==> src/rtl/matrix_result_streamer.sv <==
// matrix_result_streamer: captures one packed signed result matrix and streams its N*N elements one beat at a time.
// Define MATRIX_STREAM_COLMAJOR_EN to emit column-major instead of row-major.
module matrix_result_streamer #(
  parameter int ELEM_W  = 8,
  parameter int MAX_DIM = 5
) (
  input  logic                              clk,
  input  logic                              rst,
  input  logic                              load_valid,
  output logic                              load_ready,
  input  logic [ELEM_W*MAX_DIM*MAX_DIM-1:0] matrix_in,
  input  logic [1:0]                        matrix_size,
  input  logic                              overflow_in,
  output logic                              out_valid,
  input  logic                              out_ready,
  output logic [ELEM_W-1:0]                 out_data,
  output logic [2:0]                        out_row,
  output logic [2:0]                        out_col,
  output logic                              out_last,
  output logic                              busy,
  output logic                              ovf_flag
);
  localparam logic [0:0] S_IDLE   = 1'b0;
  localparam logic [0:0] S_STREAM = 1'b1;
  logic [0:0]                        r_state;
  logic [ELEM_W*MAX_DIM*MAX_DIM-1:0] r_buf;
  logic [1:0]                        r_size;
  logic [2:0]                        r_row, r_col;
  logic [2:0]                        w_n, w_max;
  logic [4:0]                        w_k;
  logic                              w_last;
  assign w_n    = {1'b0, r_size} + 3'd2;
  assign w_max  = w_n - 3'd1;
  // Stride is N, not MAX_DIM: the subtractor packs densely.
  assign w_k    = 5'(r_row) * 5'(w_n) + 5'(r_col);
  assign w_last = (r_row == w_max) && (r_col == w_max);
  assign load_ready = (r_state == S_IDLE);
  assign busy       = (r_state == S_STREAM);
  assign out_valid  = busy;
  assign out_row    = r_row;
  assign out_col    = r_col;
  assign out_last   = busy && w_last;
  assign out_data   = busy ? r_buf[w_k*ELEM_W +: ELEM_W] : '0;
  always_ff @(posedge clk or posedge rst) begin
    if (rst) begin
      r_state  <= S_IDLE;
      r_buf    <= '0;
      r_size   <= '0;
      r_row    <= '0;
      r_col    <= '0;
      ovf_flag <= 1'b0;
    end else if (r_state == S_IDLE) begin
      if (load_valid) begin
        r_state  <= S_STREAM;
        r_buf    <= matrix_in;
        r_size   <= matrix_size;
        ovf_flag <= overflow_in;
        r_row    <= '0;
        r_col    <= '0;
      end
    end else if (out_ready) begin
      if (w_last) begin
        r_state <= S_IDLE;
        r_row   <= '0;
        r_col   <= '0;
      end else begin
`ifdef MATRIX_STREAM_COLMAJOR_EN
        if (r_row == w_max) begin
          r_row <= '0;
          r_col <= r_col + 3'd1;
        end else r_row <= r_row + 3'd1;
`else
        if (r_col == w_max) begin
          r_col <= '0;
          r_row <= r_row + 3'd1;
        end else r_col <= r_col + 3'd1;
`endif
      end
    end
  end
endmodule

==> config.mk <==
export PLATFORM = sky130hd
export DESIGN_NAME = matrix_result_streamer
export DESIGN_NICKNAME = d
export VERILOG_FILES = /design/src/rtl/matrix_result_streamer.sv
export SDC_FILE = /design/constraint.sdc
export NUM_CORES = 1
export LEC_CHECK = 0
export ABC_AREA = 1
export CORE_MARGIN = 1
export CORE_UTILIZATION = 50
export DETAILED_ROUTE_END_ITERATION = 10
export GPL_ROUTABILITY_DRIVEN = 0
export GPL_TIMING_DRIVEN = 0
export PLACE_DENSITY = 0.83
export SLEW_MARGIN = 20
export SYNTH_ARGS = -nofsm -noshare
export SYNTH_HDL_FRONTEND = slang
export SYNTH_SLANG_ARGS = --single-unit
==> constraint.sdc <==
create_clock -name clk -period 9.5 [get_ports clk]
set_input_delay 1.425 -clock clk [delete_from_list [all_inputs] [get_ports clk]]
set_output_delay 1.425 -clock clk [all_outputs]
set_load 0.01 [all_outputs]
==> summary.txt <==
Drt
  – Pre-antenna DRT Iters: 5
  – Via count: 10400
  – DRC viols: 0
  – Final WL: 31800 um
  – Wire per inst: 16.3 um
  – ANT nets after route: 0
  – DRT iter0 DRCs: 869
  – Vias per cell: 5.32

Run
  – Maxcap violations: 0

Clock tree
  – Root Buffer: clkbuf_16
  – TritonCTS clock tree: built
  – Hold_buf cts: 0
  – Clk sinks: 210
  – Reg clk slew, reported paths: 60 ps
  – H-tree Lvls: 1
  – CTS resizes: 0
  – Skew-Pair Late Insertion Delay: 500 ps
  – Clock Path Buffers: 3
  – Clock buffer count from CTS: 22
  – Postcts setup bufs: 0

Finish
  – Area growth syn-to-layout: 33.2%
  – Fill cells: 1679
  – Layout cells sized above 1: 5.78%
  – Nets: 1885
  – Multi-input combinational cell area: 4480 um^2
  – Number of antenna cells inserted: 0
  – Register area: 5260 um^2
  – Final non-filler cell total: 1949
  – Finished Cell Area: 13800 um^2

Floorplan
  – Die H: 146 um
  – Die area: 21300 um^2
  – Row cnt: 52
  – Number of top-level pins: 226
  – Die Width: 146 um
  – Core area: 20200 um^2
  – Starting Density: 51.1%

Timing
  – Post-route setup slack: 3330 ps
  – Setup violators final: 0
  – Period utilisation layout: 64.9%
  – Setup TNS Final: 0 ps
  – Fin. max-slew vios: 0
  – Final hold violation count: 0
  – Clock skew: 7.10 ps
  – Max-slew headroom: 53.5%
  – Fin crit period: 6170 ps
  – Unrepaired setup endpoints after global routing: no
  – FMAX: 162 MHz
  – Actual slew at the worst max-slew pin: 697 ps

GRT
  – GRT Resource Usage Total: 30.2%
  – Vias in the first global route: 10000
  – First-pass GRT wire length: 50400 um
  – Grt ovf: 0
  – Largest net degree at the start of global routing: 84
  – Initial antenna violation count: 0

Synth
  – Commonest register cell after synthesis: dfrtp_1
  – Syn Nets: 1634
  – Synth warn: 0
  – Synth top area share: 50.8%
  – Post-synth EDFFs: 0
  – Area leader, netlist: dfrtp_1
  – Cell Area, Synth: 10300 um^2
  – Most common cell in the netlist: nand2_1
  – Mapped Cells: 1413
  – Syn_area_per_cell: 7.32 um^2
  – Top area cells in the synthesized netlist: dfrtp_1 (51%), nand2_1 (29%), nand3_1 (8.1%), buf_2 (2.0%), inv_1 (1.6%)
  – FFs w/ async S/R, synth: 100%
  – Yosys cell types: 23
  – Number of synthesized register bits: 210
  – Synth top cells by count: nand2_1 (803), dfrtp_1 (210), nand3_1 (167)
  – Register area share after synthesis: 50.8%

Power
  – Flop pwr share: 27.3%
  – Power Density: 392 nW/um^2
  – Logic pwr share: 55.6%
  – Leak pwr: 7.10 nW
  – Switching power: 0.00249 W
  – Peak supply drop: 0.284 mV
  – Overall Power: 0.00541 W
  – Cell-internal power: 0.00291 W
  – Clock power frac: 17.1%
  – Sw frac: 46.1%

Place
  – DP HPWL: 23600 um
  – PortBufs: 225
  – Post-DP Area: 13000 um^2
  – Post-Place Setup Slack: 3990 ps
  – Cells after DPL: 1910

Setup path
  – Worst setup EP type: primary output
  – Startpoint Class: flip-flop
  – Critical Path AT: 4740 ps
  – Worst path required time: 8080 ps
  – Crit-path max FO: 10
  – Setup CP Type: flip-flop to primary output

Status
  – Outcome: completed

Worst hold path
  – Worst hold path class: flip-flop to flip-flop
-- cells by family after synthesis --
family          Yosys count  synth area share [%]
buf+inv                 133                  5.83
fa+ha+maj                14                  1.84
flops                   210                  50.8
simple gates           1008                  38.8
compound gates           41                  1.98
xor+xnor                  7                 0.774
-- power by group through the flow --
stage | clock (W) | combinational, W | sequential [W]
after global placement | 0 | 0.00283 | 0.00147
after global routing | 0.000966 | 0.00327 | 0.00151
after floorplan | 0 | 0.00183 | 0.00142
after detailed placement | 0 | 0.00290 | 0.00147
after CTS | 0.000927 | 0.00293 | 0.00147
final | 0.000927 | 0.00300 | 0.00147
-- critical path: stages (launching register included) --
cell	delay, ps
dfrtp_1	380
clkbuf_1	360
o21ai_0	170
ha_1	300
fa_1	560
fa_1	430
buf_2	190
inv_1	190
buf_1	460
nand3_1	140
nand3_1	100
a21oi_1	120
nor2_1	220
clkdlybuf4s50_1	580
-- placed cells by master, fill, tap and decap left out, types with 3 or more instances in the layout --
master,count
a21oi_1,9
buf_1,4
buf_2,42
buf_4,5
buf_6,3
bufinv_16,3
clkbuf_1,35
clkbuf_16,23
clkbuf_8,7
clkdlybuf4s50_1,225
clkinv_2,3
dfrtp_1,210
ha_1,12
inv_1,42
inv_2,4
nand2_1,803
nand2_2,3
nand3_1,167
nor2_1,31
o21ai_0,32
xnor2_1,4
-- worst paths after layout --
path,from,endpoint,slack (ps),cells past startpoint
worst max-delay path,r_size[1],out_data[0],3330,13
worst min-delay path,r_buf[5],r_buf[5],480,2
worst max register to register,r_size[0],out_row[1],7570,9
worst min register to register,r_buf[5],r_buf[5],480,2
max in group asynchronous,rst,r_buf[19],7410,3
min in group asynchronous,rst,r_buf[185],1340,2
-- sequential cells by signal, indices dropped and copies added (netlist names) --
signal,flops
out_row,3
r_buf,200
out_col,3
r_size,2
ovf_flag,1
busy,1
-- per-layer routing --
metal	global-route usage [%]	vias to the layer above	part of all wire [%]
met2	46.2	563	44
li1	-	4878	-
met1	40.7	4826	41
met4	14.6	0	4.7
met3	7.12	103	10
met5	0	-	0
-- per-stage QoR --
step	utilization, %	hold slack (ps)
after CTS	68.1	481
after global placement	63.9	462
after floorplan	-	449
final	68.1	480
after detailed placement	64.2	465
after global routing	68.1	499
-- layout make-up --
class / count / share of cell area, %
inverter: 47 / 1.34
buffer: 86 / 3.10
multi-input combinational: 1070 / 32.6
tap: 270 / 2.45
timing repair buffer: 227 / 16.8
sequential: 210 / 38.2
clock inverter: 6 / 0.763
clock buffer: 33 / 4.89
Power figures use the tool's default switching activity.
